**config.mk**
```make
export PLATFORM = sky130hd
export DESIGN_NAME = pc_sequencer_flat
export DESIGN_NICKNAME = d
export VERILOG_FILES = /design/src/rtl/pc_sequencer_if.sv /design/src/rtl/pc_sequencer.sv /design/src/flat_wrapper.sv
export SDC_FILE = /design/constraint.sdc
export NUM_CORES = 1
export LEC_CHECK = 0
export ABC_AREA = 1
export BUFFER_PORTS_ARGS = -buffer_cell sky130_fd_sc_hd__buf_2
export CAP_MARGIN = 20
export CORE_ASPECT_RATIO = 1.2
export CORE_MARGIN = 4
export CORE_UTILIZATION = 56
export CTS_CLUSTER_DIAMETER = 40
export CTS_CLUSTER_SIZE = 14
export DETAILED_ROUTE_END_ITERATION = 12
export PLACE_DENSITY = 0.92
export SLEW_MARGIN = 20
export SYNTH_ARGS = -nofsm -noshare
export SYNTH_HDL_FRONTEND = slang
export SYNTH_SLANG_ARGS = --single-unit
```
**constraint.sdc**
```tcl
create_clock -name clk -period 4.25 [get_ports clk]
set_input_delay 1.0625 -clock clk [delete_from_list [all_inputs] [get_ports clk]]
set_output_delay 1.0625 -clock clk [all_outputs]
set_load 0.005 [all_outputs]
```
**src/rtl/pc_sequencer_if.sv**
```systemverilog
// Fetch-PC control bundle between the decode/control unit and the PC sequencer.
// Latency: none, this is wiring only; the sequencer registers every output.
// Backpressure: none on this bundle; stall is the only hold request.
interface pc_sequencer_if #(
  parameter int ADDR_W = 32
);
  logic              stall;
  logic [2:0]        pc_control;
  logic [25:0]       jmp_addr;
  logic [15:0]       branch_offset;
  logic [ADDR_W-1:0] reg_addr;
  logic              exc_req;
  logic              eret;
  logic [ADDR_W-1:0] pc;
  logic [ADDR_W-1:0] epc;
  logic              addr_err;
  logic              ras_hit;

  // Control side: drives redirect requests and observes the fetch PC.
  modport master (
    output stall, pc_control, jmp_addr, branch_offset, reg_addr, exc_req, eret,
    input  pc, epc, addr_err, ras_hit
  );

  // Sequencer side.
  modport slave (
    input  stall, pc_control, jmp_addr, branch_offset, reg_addr, exc_req, eret,
    output pc, epc, addr_err, ras_hit
  );
endinterface

```
**src/rtl/pc_sequencer.sv**
```systemverilog
// Fetch program counter: picks the next PC (seq/jump/reg/branch/call/return/exception/eret).
// Latency: every redirect appears on pc one cycle after the sampling edge; outputs are registered.
// Backpressure: stall holds pc, epc, state and RAS; exc_req and eret override it.
// Optional return-address stack enabled by defining PC_RAS_EN.
module pc_sequencer #(
  parameter int                ADDR_W    = 32,
  parameter logic [ADDR_W-1:0] RESET_VEC = ADDR_W'(32'h0000_0000),
  parameter logic [ADDR_W-1:0] EXC_VEC   = ADDR_W'(32'h0000_0180),
  parameter int                RAS_DEPTH = 4
) (
  input  logic              clk,
  input  logic              rst,
  pc_sequencer_if.slave     bus
);

  typedef enum logic {ST_RUN, ST_FLUSH} state_e;

  // Illegal configurations show up as a named marker scope in the elaborated hierarchy.
  if (ADDR_W < 28 || ADDR_W > 64) begin : g_illegal_addr_w
  end
  if (RAS_DEPTH < 2 || (RAS_DEPTH & (RAS_DEPTH - 1)) != 0) begin : g_illegal_ras_depth
  end

  state_e            state_q, state_d;
  logic [ADDR_W-1:0] pc_q, pc_d;
  logic [ADDR_W-1:0] epc_q, epc_d;
  logic              addr_err_q, addr_err_d;

  logic [ADDR_W-1:0] seq_pc;
  logic [ADDR_W-1:0] jmp_tgt;
  logic [ADDR_W-1:0] br_tgt;
  logic              reg_misaligned;

`ifdef PC_RAS_EN
  localparam int PW = $clog2(RAS_DEPTH);

  logic [ADDR_W-1:0] ras_mem_q [RAS_DEPTH];
  logic [ADDR_W-1:0] ras_mem_d [RAS_DEPTH];
  logic [PW-1:0]     ras_top_q, ras_top_d;
  logic [PW:0]       ras_cnt_q, ras_cnt_d;
  logic              ras_hit_q;
  logic              do_push;
  logic              do_pop;
`endif

  // Candidate targets, all relative to the current fetch PC.
  always_comb begin
    seq_pc         = pc_q + ADDR_W'(4);
    // Jump keeps the upper bits of the sequential PC and replaces the low 28.
    jmp_tgt        = seq_pc;
    jmp_tgt[27:0]  = {bus.jmp_addr, 2'b00};
    br_tgt         = seq_pc + {{(ADDR_W-18){bus.branch_offset[15]}}, bus.branch_offset, 2'b00};
    reg_misaligned = (bus.reg_addr[1:0] != 2'b00);
  end

  // Next-state and next-PC selection, in priority order exc_req > eret > stall > control.
  always_comb begin
    state_d    = state_q;
    pc_d       = pc_q;
    epc_d      = epc_q;
    addr_err_d = 1'b0;
`ifdef PC_RAS_EN
    do_push    = 1'b0;
    do_pop     = 1'b0;
`endif
    if (bus.exc_req) begin
      epc_d   = pc_q;
      pc_d    = EXC_VEC;
      state_d = ST_FLUSH;
    end else if (bus.eret) begin
      pc_d    = epc_q;
      state_d = ST_RUN;
    end else if (bus.stall) begin
      // Everything holds.
    end else if (state_q == ST_FLUSH) begin
      // One sequential slot after exception entry; control is ignored.
      pc_d    = seq_pc;
      state_d = ST_RUN;
    end else begin
      unique case (bus.pc_control)
        3'b001: pc_d = jmp_tgt;
        3'b011: pc_d = br_tgt;
        3'b100: begin
          pc_d = jmp_tgt;
`ifdef PC_RAS_EN
          do_push = 1'b1;
`endif
        end
        3'b010, 3'b101: begin
`ifdef PC_RAS_EN
          // A return with a live RAS entry ignores reg_addr entirely.
          if (bus.pc_control[2] && ras_cnt_q != '0) begin
            pc_d   = ras_mem_q[ras_top_q];
            do_pop = 1'b1;
          end else
`endif
          if (reg_misaligned) begin
            // Misaligned register target is taken as an exception.
            epc_d      = pc_q;
            pc_d       = EXC_VEC;
            addr_err_d = 1'b1;
            state_d    = ST_FLUSH;
          end else begin
            pc_d = bus.reg_addr;
          end
        end
        default: pc_d = seq_pc;
      endcase
    end
  end

  // Core state registers with synchronous active-low reset.
  always_ff @(posedge clk) begin
    if (!rst) begin
      state_q    <= ST_RUN;
      pc_q       <= RESET_VEC;
      epc_q      <= '0;
      addr_err_q <= 1'b0;
    end else begin
      state_q    <= state_d;
      pc_q       <= pc_d;
      epc_q      <= epc_d;
      addr_err_q <= addr_err_d;
    end
  end

`ifdef PC_RAS_EN
  // Circular return stack: push past full overwrites the oldest entry, count saturates.
  always_comb begin
    ras_mem_d = ras_mem_q;
    ras_top_d = ras_top_q;
    ras_cnt_d = ras_cnt_q;
    if (do_push) begin
      ras_top_d            = ras_top_q + 1'b1;
      ras_mem_d[ras_top_d] = seq_pc;
      if (ras_cnt_q != (PW+1)'(RAS_DEPTH)) begin
        ras_cnt_d = ras_cnt_q + 1'b1;
      end
    end else if (do_pop) begin
      ras_top_d = ras_top_q - 1'b1;
      ras_cnt_d = ras_cnt_q - 1'b1;
    end
  end

  // RAS registers; reset empties the stack.
  always_ff @(posedge clk) begin
    if (!rst) begin
      for (int i = 0; i < RAS_DEPTH; i++) begin
        ras_mem_q[i] <= '0;
      end
      ras_top_q <= '0;
      ras_cnt_q <= '0;
      ras_hit_q <= 1'b0;
    end else begin
      ras_mem_q <= ras_mem_d;
      ras_top_q <= ras_top_d;
      ras_cnt_q <= ras_cnt_d;
      ras_hit_q <= do_pop;
    end
  end

  assign bus.ras_hit = ras_hit_q;
`else
  assign bus.ras_hit = 1'b0;
`endif

  assign bus.pc       = pc_q;
  assign bus.epc      = epc_q;
  assign bus.addr_err = addr_err_q;

endmodule

```
**src/flat_wrapper.sv**
```systemverilog
// flat-port wrapper written by rule: the top's interface ports become plain ports
module pc_sequencer_flat 
#(
  parameter int                ADDR_W    = 32,
  parameter logic [ADDR_W-1:0] RESET_VEC = ADDR_W'(32'h0000_0000),
  parameter logic [ADDR_W-1:0] EXC_VEC   = ADDR_W'(32'h0000_0180),
  parameter int                RAS_DEPTH = 4
)
  (clk, rst, bus_stall, bus_pc_control, bus_jmp_addr, bus_branch_offset, bus_reg_addr, bus_exc_req, bus_eret, bus_pc, bus_epc, bus_addr_err, bus_ras_hit);
  pc_sequencer_if #(.ADDR_W(ADDR_W)) bus_i ();
  input  logic clk;
  input  logic rst;
  input wire logic [$bits(bus_i.stall)-1:0] bus_stall;
  input wire logic [$bits(bus_i.pc_control)-1:0] bus_pc_control;
  input wire logic [$bits(bus_i.jmp_addr)-1:0] bus_jmp_addr;
  input wire logic [$bits(bus_i.branch_offset)-1:0] bus_branch_offset;
  input wire logic [$bits(bus_i.reg_addr)-1:0] bus_reg_addr;
  input wire logic [$bits(bus_i.exc_req)-1:0] bus_exc_req;
  input wire logic [$bits(bus_i.eret)-1:0] bus_eret;
  output wire logic [$bits(bus_i.pc)-1:0] bus_pc;
  output wire logic [$bits(bus_i.epc)-1:0] bus_epc;
  output wire logic [$bits(bus_i.addr_err)-1:0] bus_addr_err;
  output wire logic [$bits(bus_i.ras_hit)-1:0] bus_ras_hit;
  assign bus_i.stall = bus_stall;
  assign bus_i.pc_control = bus_pc_control;
  assign bus_i.jmp_addr = bus_jmp_addr;
  assign bus_i.branch_offset = bus_branch_offset;
  assign bus_i.reg_addr = bus_reg_addr;
  assign bus_i.exc_req = bus_exc_req;
  assign bus_i.eret = bus_eret;
  assign bus_pc = bus_i.pc;
  assign bus_epc = bus_i.epc;
  assign bus_addr_err = bus_i.addr_err;
  assign bus_ras_hit = bus_i.ras_hit;
  pc_sequencer #(.ADDR_W(ADDR_W), .RESET_VEC(RESET_VEC), .EXC_VEC(EXC_VEC), .RAS_DEPTH(RAS_DEPTH)) u_core (.clk(clk), .rst(rst), .bus(bus_i));
endmodule
```
==> flow_summary.toml <==
[outcome]
outcome = "finished, final reports clean"

[setup_path]
slowest_delay_ps = 520
crit_path_start_kind = "flop"
cp_data_required_time_ps = 4440
crit_chain = "ha_1, inv_1, nor2_1, nand3b_2, nor3_1, xor2_1, inv_1, ha_1, nand2_1, inv_1, nand2_1, nor3_1, and2_1, nand2_1, nand2_1, nand2_1, nand3_1, nand2_1, nand2_1, nand2_1, nand2_1, a21oi_2"
cp_max_fo = 9
arrival_ps = 3950
cp_common_cell = "nand2_1"
worstSetupPathType = "reg -> reg"
crit_slowest_cell = "dfxtp_1"
crit_family = "simple AND/OR/NAND/NOR gates"
end_kind = "flop"
crit_buf_inv = 3

[timing]
fin_crit_sh = 0.885
slew_violations = 0
fin_tns_setup_ps = 0
max_freq_mhz = 266
tightest_slew_ps = 773
slew_headroom = 0.482
hold_viol = 0
setup_viol = 0
finalCriticalPeriod_ps = 3760
rsz0062_at_grt = "no"
finalClockSkew_ps = 6.12

[floorplanning]
die-width_um = 105
die_h_um = 125
io_pins = 148
start_util = 0.574
rows = 42
core_um2 = 11000
dieArea_um2 = 13100

[clock_network]
cts_htree_levels = 3
post_cts_resized = 0
tritoncts = "done"
cts_buffers = 9
clock_sinks = 66
cts-root-buf = "clkbuf_16"
cts.clk_slew.worst_paths_ps = 60
insertion_delay_ps = 340
cts_hold_buf = 0
cts_setup_buffers = 0
cts.path.max_buffers = 2

[cells_and_area]
nets = 1335
multi_input_area_um2 = 4170
design_area_um2 = 7470
mostFrequentLayoutCell = "nand2_1"
final_cell_mix = "nand2_1 (292), inv_1 (188), buf_2 (146), a21oi_1 (110), nand3_1 (74)"
num_antenna_cells = 0
seq_area_um2 = 1320
area_growth_pct = 17.8
fillers = 1012
drive_gt1_frac = 0.175

[route]
wl_mm = 22.0
via_count = 7767
post-route-drc-count = 0
drt-pass1-iter-count = 6
vias_per_cell = 5.74
drtAntennaViolNets = 0
post_drt_wl_per_cell_um = 16.2
drt_iter0_markers = 633

[global_route]
grt_overflow = 0
grt_pass1_vias = 7089
grt_antenna_before_repair = 0
grt_pass1_wl_mm = 35.2
grt_max_degree = 52
grt_usage = 0.330

[hold_path]
hold_path_class = "reg -> reg"

[yosys]
synth.area.mux_share = 0
synthAdderAreaFrac = 0.0722
synth-simple-area-share = 0.353
synth_edf_count = 0
ys_warn_count = 0
synth_seq_cells = 66
synth_top_family_by_area = "simple AND/OR/NAND/NOR gates"
ys_seq_area_frac = 0.208
syn_area_per_cell_um2 = 5.84
synth-async-reset-ratio = 0
synth_flop_cell = "dfxtp_1"
synth-compound-area-share = 0.196
synth_xor_area_frac = 0.0332
synth_fp_nets = 1203
synth_area_um2 = 6340
synthCells = 1085
yosysUniqueCellTypes = 46

[placement]
gpl.final_weighted_congestion = 1.05
dp_hpwl_mm = 17.2
io_buffers = 146
placed_area_um2 = 7180

[job]
drv_cap = 0

[power]
ir_worst_vdd_uv = 350
power.density_nw_per_um2 = 259
total_power_mw = 1.94
cellLeakagePower_nw = 3.86
==> cell type report <==
| type | instances | area share |
|---|---|---|
| clock buffer | 9 | 0.0301 |
| tap | 132 | 0.0221 |
| sequential | 66 | 0.177 |
| timing repair buffer | 155 | 0.108 |
| clock inverter | 7 | 0.00938 |
| multi-input combinational | 794 | 0.558 |
| inverter | 191 | 0.0960 |
==> worst min-delay path: cells and delay by family (launching register included) <==
kind / cells / cell delay (ps)
buffers and inverters: 1 / 50
AO/OA/AOI/OAI: 1 / 50
flip-flops: 1 / 320
==> metal layers <==
metal  vias to the layer above  wire [um]  GRT usage
met4                         0       1090      0.150
li1                       3775          -          -
met1                      3442       8760      0.432
met5                         -          0          0
met2                       446      10100      0.535
met3                       104       2040     0.0487
==> path summary, 6_finish.rpt <==
path,from,end,slack (ps),depth (start not counted)
max,u_core.bus.pc[2]$_SDFFE_PP0P_,u_core.bus.pc[29]$_SDFFE_PP0P_,490,22
min,u_core.bus.epc[6]$_SDFFE_PN0P_,u_core.bus.epc[6]$_SDFFE_PN0P_,460,2
max reg2reg,u_core.bus.pc[2]$_SDFFE_PP0P_,u_core.bus.pc[29]$_SDFFE_PP0P_,490,22
min reg2reg,u_core.bus.epc[6]$_SDFFE_PN0P_,u_core.bus.epc[6]$_SDFFE_PN0P_,460,2
==> power by group <==
part	internal (mW)	switching [mW]	total, mW
sequential	0.654	0.0384	0.693
clock	0.452	0.286	0.739
combinational	0.183	0.321	0.504
total	1.29	0.646	1.94
==> registers in the layout (all words and copies together), names as in the netlist, named ones only <==
name / count
u_core.bus.epc: 32
u_core.state_q: 1
u_core.bus.addr_err: 1
u_core.bus.pc: 30
==> cells by family (layout without fill, tap and decap cells) <==
| group | Yosys count | count (layout) |
|---|---|---|
| XOR/XNOR | 24 | 24 |
| adder cells (fa/ha/maj) | 36 | 36 |
| AO/OA/AOI/OAI | 223 | 223 |
| AND/OR/NAND/NOR | 510 | 510 |
| buffers and inverters | 225 | 362 |
| flip-flops | 66 | 66 |
| other | 1 | 1 |
==> cell usage after synthesis (3+ instances only) <==
cell type | number | area, um2
nand2_1 | 292 | 1100
inv_1 | 188 | 706
a21oi_1 | 110 | 551
nand3_1 | 74 | 370
nor2_1 | 71 | 267
dfxtp_1 | 66 | 1320
o21ai_0 | 60 | 300
ha_1 | 35 | 438
clkbuf_1 | 23 | 86.3
xor2_1 | 19 | 166
o211ai_1 | 15 | 113
nand4_1 | 13 | 81.3
or2_2 | 11 | 68.8
nand2_2 | 10 | 62.6
nor3_1 | 10 | 50.1
buf_2 | 9 | 45.0
o22ai_1 | 9 | 56.3
a221oi_1 | 7 | 61.3
a31oi_1 | 7 | 43.8
nor2_2 | 6 | 37.5
nand3b_1 | 5 | 37.5
nor4_1 | 5 | 31.3
o21bai_1 | 5 | 37.5
xnor2_1 | 5 | 43.8
nor2_4 | 3 | 33.8
==> stage by stage <==
step                      utilization  worst slack, ps  hold slack (ps)  std cells
after global placement          0.649              690              444       1337
after global routing            0.677              265              470       1354
after CTS                       0.677              601              464       1354
after floorplan                     -             1240              450       1085
final                           0.677              491              464       1354
after detailed placement        0.650              652              454       1338
No activity file was read; power rests on OpenSTA's default activity.
